`src/rtl/dram_traffic_gen.sv`:
```
// Self-checking DRAM traffic initiator: writes an LFSR-derived pattern to a run of
// burst addresses, reads it back and reports pass/fail, error count and first bad address.
`timescale 1ns/1ps
module dram_traffic_gen #(
    parameter int          ADDR_W    = 26,
    parameter int          DATA_W    = 128,
    parameter int          ADDR_STEP = 8,
    parameter logic [31:0] SEED      = 32'hACE1_2468,
    parameter int          TIMEOUT   = 4096
) (
    input  logic              clk_i,
    input  logic              rst_i,
    input  logic              start,
    input  logic [ADDR_W-1:0] base_addr,
    input  logic [15:0]       num_words,
    output logic              read,
    output logic              write,
    output logic [ADDR_W-1:0] address,
    output logic [DATA_W-1:0] write_data,
    input  logic [DATA_W-1:0] read_data,
    input  logic              ack,
    input  logic              busy,
    output logic              running,
    output logic              done,
    output logic              pass,
    output logic              timeout,
    output logic [15:0]       err_count,
    output logic [ADDR_W-1:0] first_err_addr
);

    localparam int                LANES     = DATA_W / 32;
    localparam int                WAIT_W    = $clog2(TIMEOUT) + 1;
    localparam logic [31:0]       POLY      = 32'h8020_0003;
    localparam logic [ADDR_W-1:0] STEP      = ADDR_W'(ADDR_STEP);
    localparam logic [WAIT_W-1:0] WAIT_LAST = WAIT_W'(TIMEOUT - 1);
    localparam logic [WAIT_W-1:0] WAIT_ONE  = WAIT_W'(1);

    typedef enum logic [2:0] {
        ST_IDLE    = 3'd0,
        ST_WR_REQ  = 3'd1,
        ST_WR_WAIT = 3'd2,
        ST_RD_REQ  = 3'd3,
        ST_RD_WAIT = 3'd4,
        ST_FINISH  = 3'd5
    } state_t;

    function automatic logic [31:0] lfsr_next(input logic [31:0] v);
        lfsr_next = {1'b0, v[31:1]} ^ (v[0] ? POLY : 32'h0000_0000);
    endfunction

    // Lane i carries the word's LFSR value rotated left by i.
    function automatic logic [DATA_W-1:0] pattern(input logic [31:0] v);
        logic [63:0]       dbl;
        logic [DATA_W-1:0] p;
        dbl = {v, v};
        p   = {DATA_W{1'b0}};
        for (int i = 0; i < LANES; i++) begin
            p[32*i +: 32] = dbl[63-i -: 32];
        end
        pattern = p;
    endfunction

    state_t              state_r, state_s;
    logic [ADDR_W-1:0]   base_r, base_s;
    logic [15:0]         num_r, num_s;
    logic [15:0]         k_r, k_s;
    logic [15:0]         last_k_s;
    logic [31:0]         lfsr_r, lfsr_s;
    logic [ADDR_W-1:0]   cur_r, cur_s;
    logic [WAIT_W-1:0]   wait_r, wait_s;
    logic                read_r, read_s;
    logic                write_r, write_s;
    logic [ADDR_W-1:0]   address_r, address_s;
    logic [DATA_W-1:0]   wdata_r, wdata_s;
    logic                running_r, running_s;
    logic                done_r, done_s;
    logic                pass_r, pass_s;
    logic                timeout_r, timeout_s;
    logic [15:0]         err_r, err_s;
    logic [ADDR_W-1:0]   ferr_r, ferr_s;
    logic [DATA_W-1:0]   pat_s;

    assign pat_s    = pattern(lfsr_r);
    assign last_k_s = num_r - 16'd1;

    // Next-state and next-output computation for the test sequencer.
    always_comb begin
        state_s   = state_r;
        base_s    = base_r;
        num_s     = num_r;
        k_s       = k_r;
        lfsr_s    = lfsr_r;
        cur_s     = cur_r;
        wait_s    = wait_r;
        read_s    = read_r;
        write_s   = write_r;
        address_s = address_r;
        wdata_s   = wdata_r;
        running_s = running_r;
        done_s    = 1'b0;
        pass_s    = pass_r;
        timeout_s = timeout_r;
        err_s     = err_r;
        ferr_s    = ferr_r;
        case (state_r)
            ST_IDLE: begin
                if (start) begin
                    base_s    = base_addr;
                    num_s     = num_words;
                    k_s       = 16'd0;
                    lfsr_s    = SEED;
                    cur_s     = base_addr;
                    err_s     = 16'd0;
                    ferr_s    = {ADDR_W{1'b0}};
                    timeout_s = 1'b0;
                    running_s = 1'b1;
                    if (num_words == 16'd0) begin
                        state_s = ST_FINISH;
                    end else begin
                        state_s = ST_WR_REQ;
                    end
                end else begin
                    state_s = ST_IDLE;
                end
            end
            ST_WR_REQ: begin
                if (!busy) begin
                    write_s   = 1'b1;
                    address_s = cur_r;
                    wdata_s   = pat_s;
                    wait_s    = {WAIT_W{1'b0}};
                    state_s   = ST_WR_WAIT;
                end else begin
                    state_s = ST_WR_REQ;
                end
            end
            ST_WR_WAIT: begin
                if (ack) begin
                    write_s = 1'b0;
                    if (k_r == last_k_s) begin
                        k_s     = 16'd0;
                        lfsr_s  = SEED;
                        cur_s   = base_r;
                        state_s = ST_RD_REQ;
                    end else begin
                        k_s     = k_r + 16'd1;
                        lfsr_s  = lfsr_next(lfsr_r);
                        cur_s   = cur_r + STEP;
                        state_s = ST_WR_REQ;
                    end
                end else if (wait_r == WAIT_LAST) begin
                    write_s   = 1'b0;
                    timeout_s = 1'b1;
                    state_s   = ST_FINISH;
                end else begin
                    wait_s = wait_r + WAIT_ONE;
                end
            end
            ST_RD_REQ: begin
                if (!busy) begin
                    read_s    = 1'b1;
                    address_s = cur_r;
                    wait_s    = {WAIT_W{1'b0}};
                    state_s   = ST_RD_WAIT;
                end else begin
                    state_s = ST_RD_REQ;
                end
            end
            ST_RD_WAIT: begin
                if (ack) begin
                    read_s = 1'b0;
                    // Count saturates; the first mismatch is the one seen while the count is still zero.
                    if (read_data != pat_s) begin
                        if (err_r != 16'hFFFF) begin
                            err_s = err_r + 16'd1;
                        end else begin
                            err_s = err_r;
                        end
                        if (err_r == 16'd0) begin
                            ferr_s = address_r;
                        end else begin
                            ferr_s = ferr_r;
                        end
                    end else begin
                        err_s = err_r;
                    end
                    if (k_r == last_k_s) begin
                        state_s = ST_FINISH;
                    end else begin
                        k_s     = k_r + 16'd1;
                        lfsr_s  = lfsr_next(lfsr_r);
                        cur_s   = cur_r + STEP;
                        state_s = ST_RD_REQ;
                    end
                end else if (wait_r == WAIT_LAST) begin
                    read_s    = 1'b0;
                    timeout_s = 1'b1;
                    state_s   = ST_FINISH;
                end else begin
                    wait_s = wait_r + WAIT_ONE;
                end
            end
            ST_FINISH: begin
                done_s    = 1'b1;
                running_s = 1'b0;
                pass_s    = (err_r == 16'd0) && !timeout_r;
                state_s   = ST_IDLE;
            end
            default: begin
                read_s    = 1'b0;
                write_s   = 1'b0;
                running_s = 1'b0;
                state_s   = ST_IDLE;
            end
        endcase
    end

    // State and output registers with synchronous reset.
    always_ff @(posedge clk_i) begin
        if (rst_i) begin
            state_r   <= ST_IDLE;
            base_r    <= {ADDR_W{1'b0}};
            num_r     <= 16'd0;
            k_r       <= 16'd0;
            lfsr_r    <= SEED;
            cur_r     <= {ADDR_W{1'b0}};
            wait_r    <= {WAIT_W{1'b0}};
            read_r    <= 1'b0;
            write_r   <= 1'b0;
            address_r <= {ADDR_W{1'b0}};
            wdata_r   <= {DATA_W{1'b0}};
            running_r <= 1'b0;
            done_r    <= 1'b0;
            pass_r    <= 1'b0;
            timeout_r <= 1'b0;
            err_r     <= 16'd0;
            ferr_r    <= {ADDR_W{1'b0}};
        end else begin
            state_r   <= state_s;
            base_r    <= base_s;
            num_r     <= num_s;
            k_r       <= k_s;
            lfsr_r    <= lfsr_s;
            cur_r     <= cur_s;
            wait_r    <= wait_s;
            read_r    <= read_s;
            write_r   <= write_s;
            address_r <= address_s;
            wdata_r   <= wdata_s;
            running_r <= running_s;
            done_r    <= done_s;
            pass_r    <= pass_s;
            timeout_r <= timeout_s;
            err_r     <= err_s;
            ferr_r    <= ferr_s;
        end
    end

    assign read           = read_r;
    assign write          = write_r;
    assign address        = address_r;
    assign write_data     = wdata_r;
    assign running        = running_r;
    assign done           = done_r;
    assign pass           = pass_r;
    assign timeout        = timeout_r;
    assign err_count      = err_r;
    assign first_err_addr = ferr_r;

endmodule

```
`config.mk`:
```
export PLATFORM = sky130hd
export DESIGN_NAME = dram_traffic_gen
export DESIGN_NICKNAME = d
export VERILOG_FILES = /design/src/rtl/dram_traffic_gen.sv
export SDC_FILE = /design/constraint.sdc
export NUM_CORES = 1
export LEC_CHECK = 0
export ABC_AREA = 1
export BUFFER_PORTS_ARGS = -buffer_cell sky130_fd_sc_hd__clkbuf_2
export CORE_MARGIN = 5
export CORE_UTILIZATION = 58
export CTS_CLUSTER_DIAMETER = 50
export CTS_CLUSTER_SIZE = 28
export DETAILED_ROUTE_END_ITERATION = 8
export PLACE_DENSITY_LB_ADDON = 0.3
export SLEW_MARGIN = 20
export SYNTH_ARGS = -nofsm -noshare
export SYNTH_HDL_FRONTEND = slang
export SYNTH_SLANG_ARGS = --single-unit
```
`constraint.sdc`:
```
create_clock -name clk_i -period 6.5 [get_ports clk_i]
set_clock_uncertainty 0.05 [all_clocks]
set_input_delay 0.975 -clock clk_i [delete_from_list [all_inputs] [get_ports clk_i]]
set_output_delay 0.975 -clock clk_i [all_outputs]
set_load 0.05 [all_outputs]
```
After elaboration in Yosys (flattened, before gate mapping). Index checks and enable logic that the tools add are counted.

Add/sub/neg operators: 5. Eq/ne operators: 24. Multiplexer cells: 54. Bitwise gates (word level): 5. Reduce and logical (&&, ||, !) cells: 25.

Operators with widths (number): 26-bit two-way mux (9); 32-bit two-way mux (6); 16-bit two-way mux (8); 128-bit inequality test (1); 32-bit one-hot mux with 3 select lines (1); 26-bit one-hot mux with 3 select lines (1); 26-bit one-hot mux with 2 select lines (1); 16-bit one-hot mux with 3 select lines (1); 13-bit two-way mux (3); 16-bit by 1-bit adder with 16-bit output (second input constant) (2); 16-bit logical NOT (2); 16-bit one-hot mux with 2 select lines (1); 31-bit by 32-bit bitwise XOR with 32-bit output (1); 26-bit by 4-bit adder with 26-bit output (second input constant) (1); 13-bit one-hot mux with 2 select lines (1); 2-bit inequality test (second input constant) (12); 3-bit two-way mux (7); 16-bit == test (1); 16-bit inequality test (second input constant) (1); 16-bit by 1-bit subtractor with 16-bit output (second input constant) (1); 3-bit one-hot mux with 5 select lines (1); 5-bit AND reduction (3); 13-bit by 1-bit adder with 13-bit output (second input constant) (1); 13-bit by 12-bit == test with 1-bit output (second input constant) (1); other kinds (20) (46).

Register bits after elaboration: 334. Output and inout port bits: 202. Logic and storage cells: 130.

Depth between registers and ports, before layout.
Word-level depth: 5. Gate-level depth with buffers: 18. Mapped depth without buffers: 17.

Worst setup path before layout. No wires, ideal clock.

Path kind: in2reg. Start: input port read_data[39]. End: register ferr_r[15], in the netlist first_err_addr[15]. Arrival time: 2.320 ns. Path slack: 4.002 ns. Stages: 10. Path buffers: 1. Path through: or2_2 a211oi_1 nand3_1 nor2_1 nand3_1 nand3_2 buf_2 nand2_1 nand2_1 nor2_1.

Word-level cells in the longest chain between the ends: 3.

RTL lines: start, declared (line 20) `input logic [DATA_W-1:0] read_data,`; 128-bit inequality test (line 173) `if (read_data != pat_s) begin`; 2-bit inequality test (no source line); 5-bit AND reduction (no source line); end signal, assigned (line 237) `ferr_r <= {ADDR_W{1'b0}};`; end signal, assigned (line 255) `ferr_r <= ferr_s;`; end, declared (line 80) `logic [ADDR_W-1:0] ferr_r, ferr_s;`.

No other way between the ends. A chain may end at the register's enable or synchronous reset.

Worst setup path after layout.
Start: register state_r[1]. End: register cur_r[5].

Word-level cells in the longest chain between the ends: 3.

RTL lines: start, declared (line 63) `state_t state_r, state_s;`; start signal, assigned (line 239) `state_r <= state_s;`; 3-bit == test (tied with other cells) (line 105) `case (state_r)`; 2-bit inequality test (no source line) or 3-bit nonzero test (tied branches); 5-bit AND reduction (no source line); end signal, assigned (line 226) `cur_r <= {ADDR_W{1'b0}};`; end signal, assigned (line 244) `cur_r <= cur_s;`; end, declared (line 69) `logic [ADDR_W-1:0] cur_r, cur_s;`.

Several ways; a longest one is shown, not always the timed one.

==> flow_summary.yaml <==
placement:
  dp_cells: 2628
  hpwlAfterDp_um: 34100
  io_buffers: 376
  place_ws_ns: 3.05
  placed_area_um2: 15500
  gp_congestion: 0.963
logic_synthesis:
  synth-seq-area-share: 0.333
  netlist.area_leader.share: 0.333
  synth.distinct_cells: 50
  synth.area.top_cells: "dfxtp_1 (33%), nand2_1 (12%), o21ai_0 (6.2%)"
  ys.flop_type: "dfxtp_1"
  ys_ff_latch: 238
  syn-num-nets: 2304
  synth_area_per_cell_um2: 6.74
  syn_area_um2: 14300
  syn-instance-count: 2123
  synth_edf_count: 0
  yosys.area.top_type: "dfxtp_1"
  async_reset_ff_frac: 0
  yosysMostFrequentCell: "nand2_1"
  yosysWarnings: 0
  synthTopCellsByCount: "nand2_1 (463), dfxtp_1 (238), nor2_1 (232)"
critical_path:
  startpoint_type: "register"
  cp_num_buf_inv: 4
  endpoint: "cur_r[5]"
  worstReg2RegEnd: "cur_r[5]"
  r2r-start: "state_r[1]"
  critPathLaunch: "state_r[1]"
  crit_cells: 10
  r2r_slack_ns: 2.94
  critPathArrivalTime_ns: 3.94
  slowest_delay_ns: 0.76
  worstRegToRegCells: 10
  cp_top_family: "buffers and inverters"
  critPathMaxFanout: 64
  endpoint_kind: "register"
  critPathRequiredTime_ns: 6.88
  criticalPathCategory: "reg -> reg"
  worstPathCellList: "inv_2, nand3_2, clkinv_1, buf_4, nand3_1, nand3_2, inv_2, o21ai_0, nor2_1, nor2_1"
  slowest_stage: "inv_2"
sta:
  final-hold-violation-count: 0
  slew_violations: 0
  setup-tns-final_ns: 0
  setup_ws_ns: 2.94
  finalCriticalPeriod_ns: 3.56
  tightest_slew_ns: 1.04
  rsz0062_at_grt: "no"
  max_freq_mhz: 281
  relSlewSlack: 0.307
  finalSetupViolations: 0
  period_share: 0.547
finish:
  final_cells: 2678
  synthToLayoutAreaGrowth_pct: 15.3
  fin_nets: 2513
  final_cell_area_um2: 16500
  drive_above_1_share: 0.212
  final_util: 0.679
global_route:
  gr-usage-met1: 0.391
  grt_busiest_layer: "met2"
  antenna_found_initial: 4
  grtUsageTotal: 0.310
  grt_pass1_wl_um: 72800
  grt_max_degree: 87
  gr-total-overflow: 0
  use_met3: 0.0410
  grt_pass1_vias: 13800
  use_met2: 0.537
pwr:
  powerDensity_nw_per_um2: 275
  p_sw_frac: 0.396
  seqPwrFrac: 0.384
  combPwrFrac: 0.260
  p_int_mw: 2.74
  p_leak_nw: 7.46
  ir_drop_uv: 264
  power.share.clock: 0.357
  power.switching_mw: 1.80
routing:
  viasPerCell: 5.52
  vias: 14800
  wire_per_inst_um: 17.2
  drc_errors: 0
  wl_um: 46200
  antenna_left: 0
  drt-initial-drc-count: 1245
  first_pass_iters: 5
clocking:
  cts_buffer_depth: 3
  cts_buffers: 25
  clk_latency_ns: 0.55
  htreeDepth: 1
  cts_resized: 0
  cts_root_buffer: "clkbuf_16"
  cts_sinks: 238
  post_cts_buffers: 0
  tritoncts: "built"
  hold_buffers: 0
  clkTransAtPathRegs_ns: 0.09
status:
  status: "finished clean"
floorplan:
  die_h_um: 167
  start_util: 0.589
  die_w_um: 167
  die-area_um2: 27900
  rows: 57
  core-area_um2: 24300
  io-pin-count: 377
hold_path:
  hold_class: "reg -> reg"
flow_run:
  maxCapViolCount: 0
## power by group through the flow
stage | Combinational [mW] | Sequential (mW) | Clock, mW
CTS | 1.17 | 1.74 | 1.64
global route | 1.28 | 1.76 | 1.71
detailed placement | 1.17 | 1.77 | 0
finish | 1.18 | 1.74 | 1.62
global placement | 1.15 | 1.77 | 0
floorplan | 0.824 | 1.85 | 0
## logic make-up (layout without fill, tap and decap cells)
logic type / count (synthesis) / count (layout) / synth area share
xor gates and xnor gates: 154 / 154 / 0.0942
DFF: 238 / 238 / 0.333
adders and majority gates: 6 / 6 / 0.00524
other: 0 / 4 / 0
and+or+nand+nor: 986 / 986 / 0.307
AOI/OAI and AO/OA: 343 / 343 / 0.126
buffers and inverters: 396 / 623 / 0.135
## per-layer routing
layer  vias up  routed length (um)
met5         -                   0
met4         0                1810
met3       112                3180
met2       638               22400
met1      6816               18700
li1       7204                   -
## sequential cells by signal (all words and copies together) (netlist names), 3 cells and up
register        flops
lfsr_r             32
write_data         32
address            26
base_r             26
cur_r              26
first_err_addr     26
err_count          16
k_r                16
num_r              16
wait_r             13
state_r             3
## placed cells by master, fill, tap and decap left out, drive strengths merged, types with 10 or more instances in the layout
| master | count |
|---|---|
| a21oi | 130 |
| buf | 13 |
| clkbuf | 401 |
| clkinv | 13 |
| dfxtp | 238 |
| inv | 195 |
| nand2 | 470 |
| nand3 | 92 |
| nand3b | 16 |
| nand4 | 90 |
| nor2 | 245 |
| nor3 | 37 |
| nor4 | 12 |
| o211ai | 10 |
| o21ai | 187 |
| or2 | 20 |
| xnor2 | 92 |
| xor2 | 62 |
## through the flow
step / power (mW) / hold slack, ns
after floorplan: 2.67 / 0.375
after global placement: 2.92 / 0.390
after detailed placement: 2.94 / 0.396
after CTS: 4.55 / 0.409
after global routing: 4.75 / 0.429
final: 4.55 / 0.405
## cell type report
| class | instances | area [um^2] |
|---|---|---|
| antenna | 4 | 10.0 |
| clock buffer | 26 | 639 |
| clock inverter | 19 | 347 |
| fill | 2178 | 7820 |
| inverter | 190 | 717 |
| multi-input combinational | 1489 | 7640 |
| sequential | 238 | 4760 |
| tap | 324 | 405 |
| timing repair buffer | 388 | 1980 |
## worst register-to-register path, stage by stage (launching register included)
cell and delay, ns:
dfxtp_1 0.52, inv_2 0.11, nand3_2 0.08, clkinv_1 0.72, buf_4 0.51, nand3_1 0.12
nand3_2 0.08, inv_2 0.76, o21ai_0 0.27, nor2_1 0.18, nor2_1 0.05
## how the worst min path moves through the flow
stage | start | end | slack [ns] | depth (start not counted)
finish | base_r[16] | base_r[16] | 0.41 | 2
CTS | base_r[16] | base_r[16] | 0.41 | 2
global route | base_r[8] | base_r[8] | 0.43 | 2
global placement | base_r[16] | base_r[16] | 0.39 | 2
floorplan | base_r[24] | base_r[24] | 0.37 | 2
detailed placement | base_r[16] | base_r[16] | 0.40 | 2
Note: power is estimated with default switching activity, not from simulation.
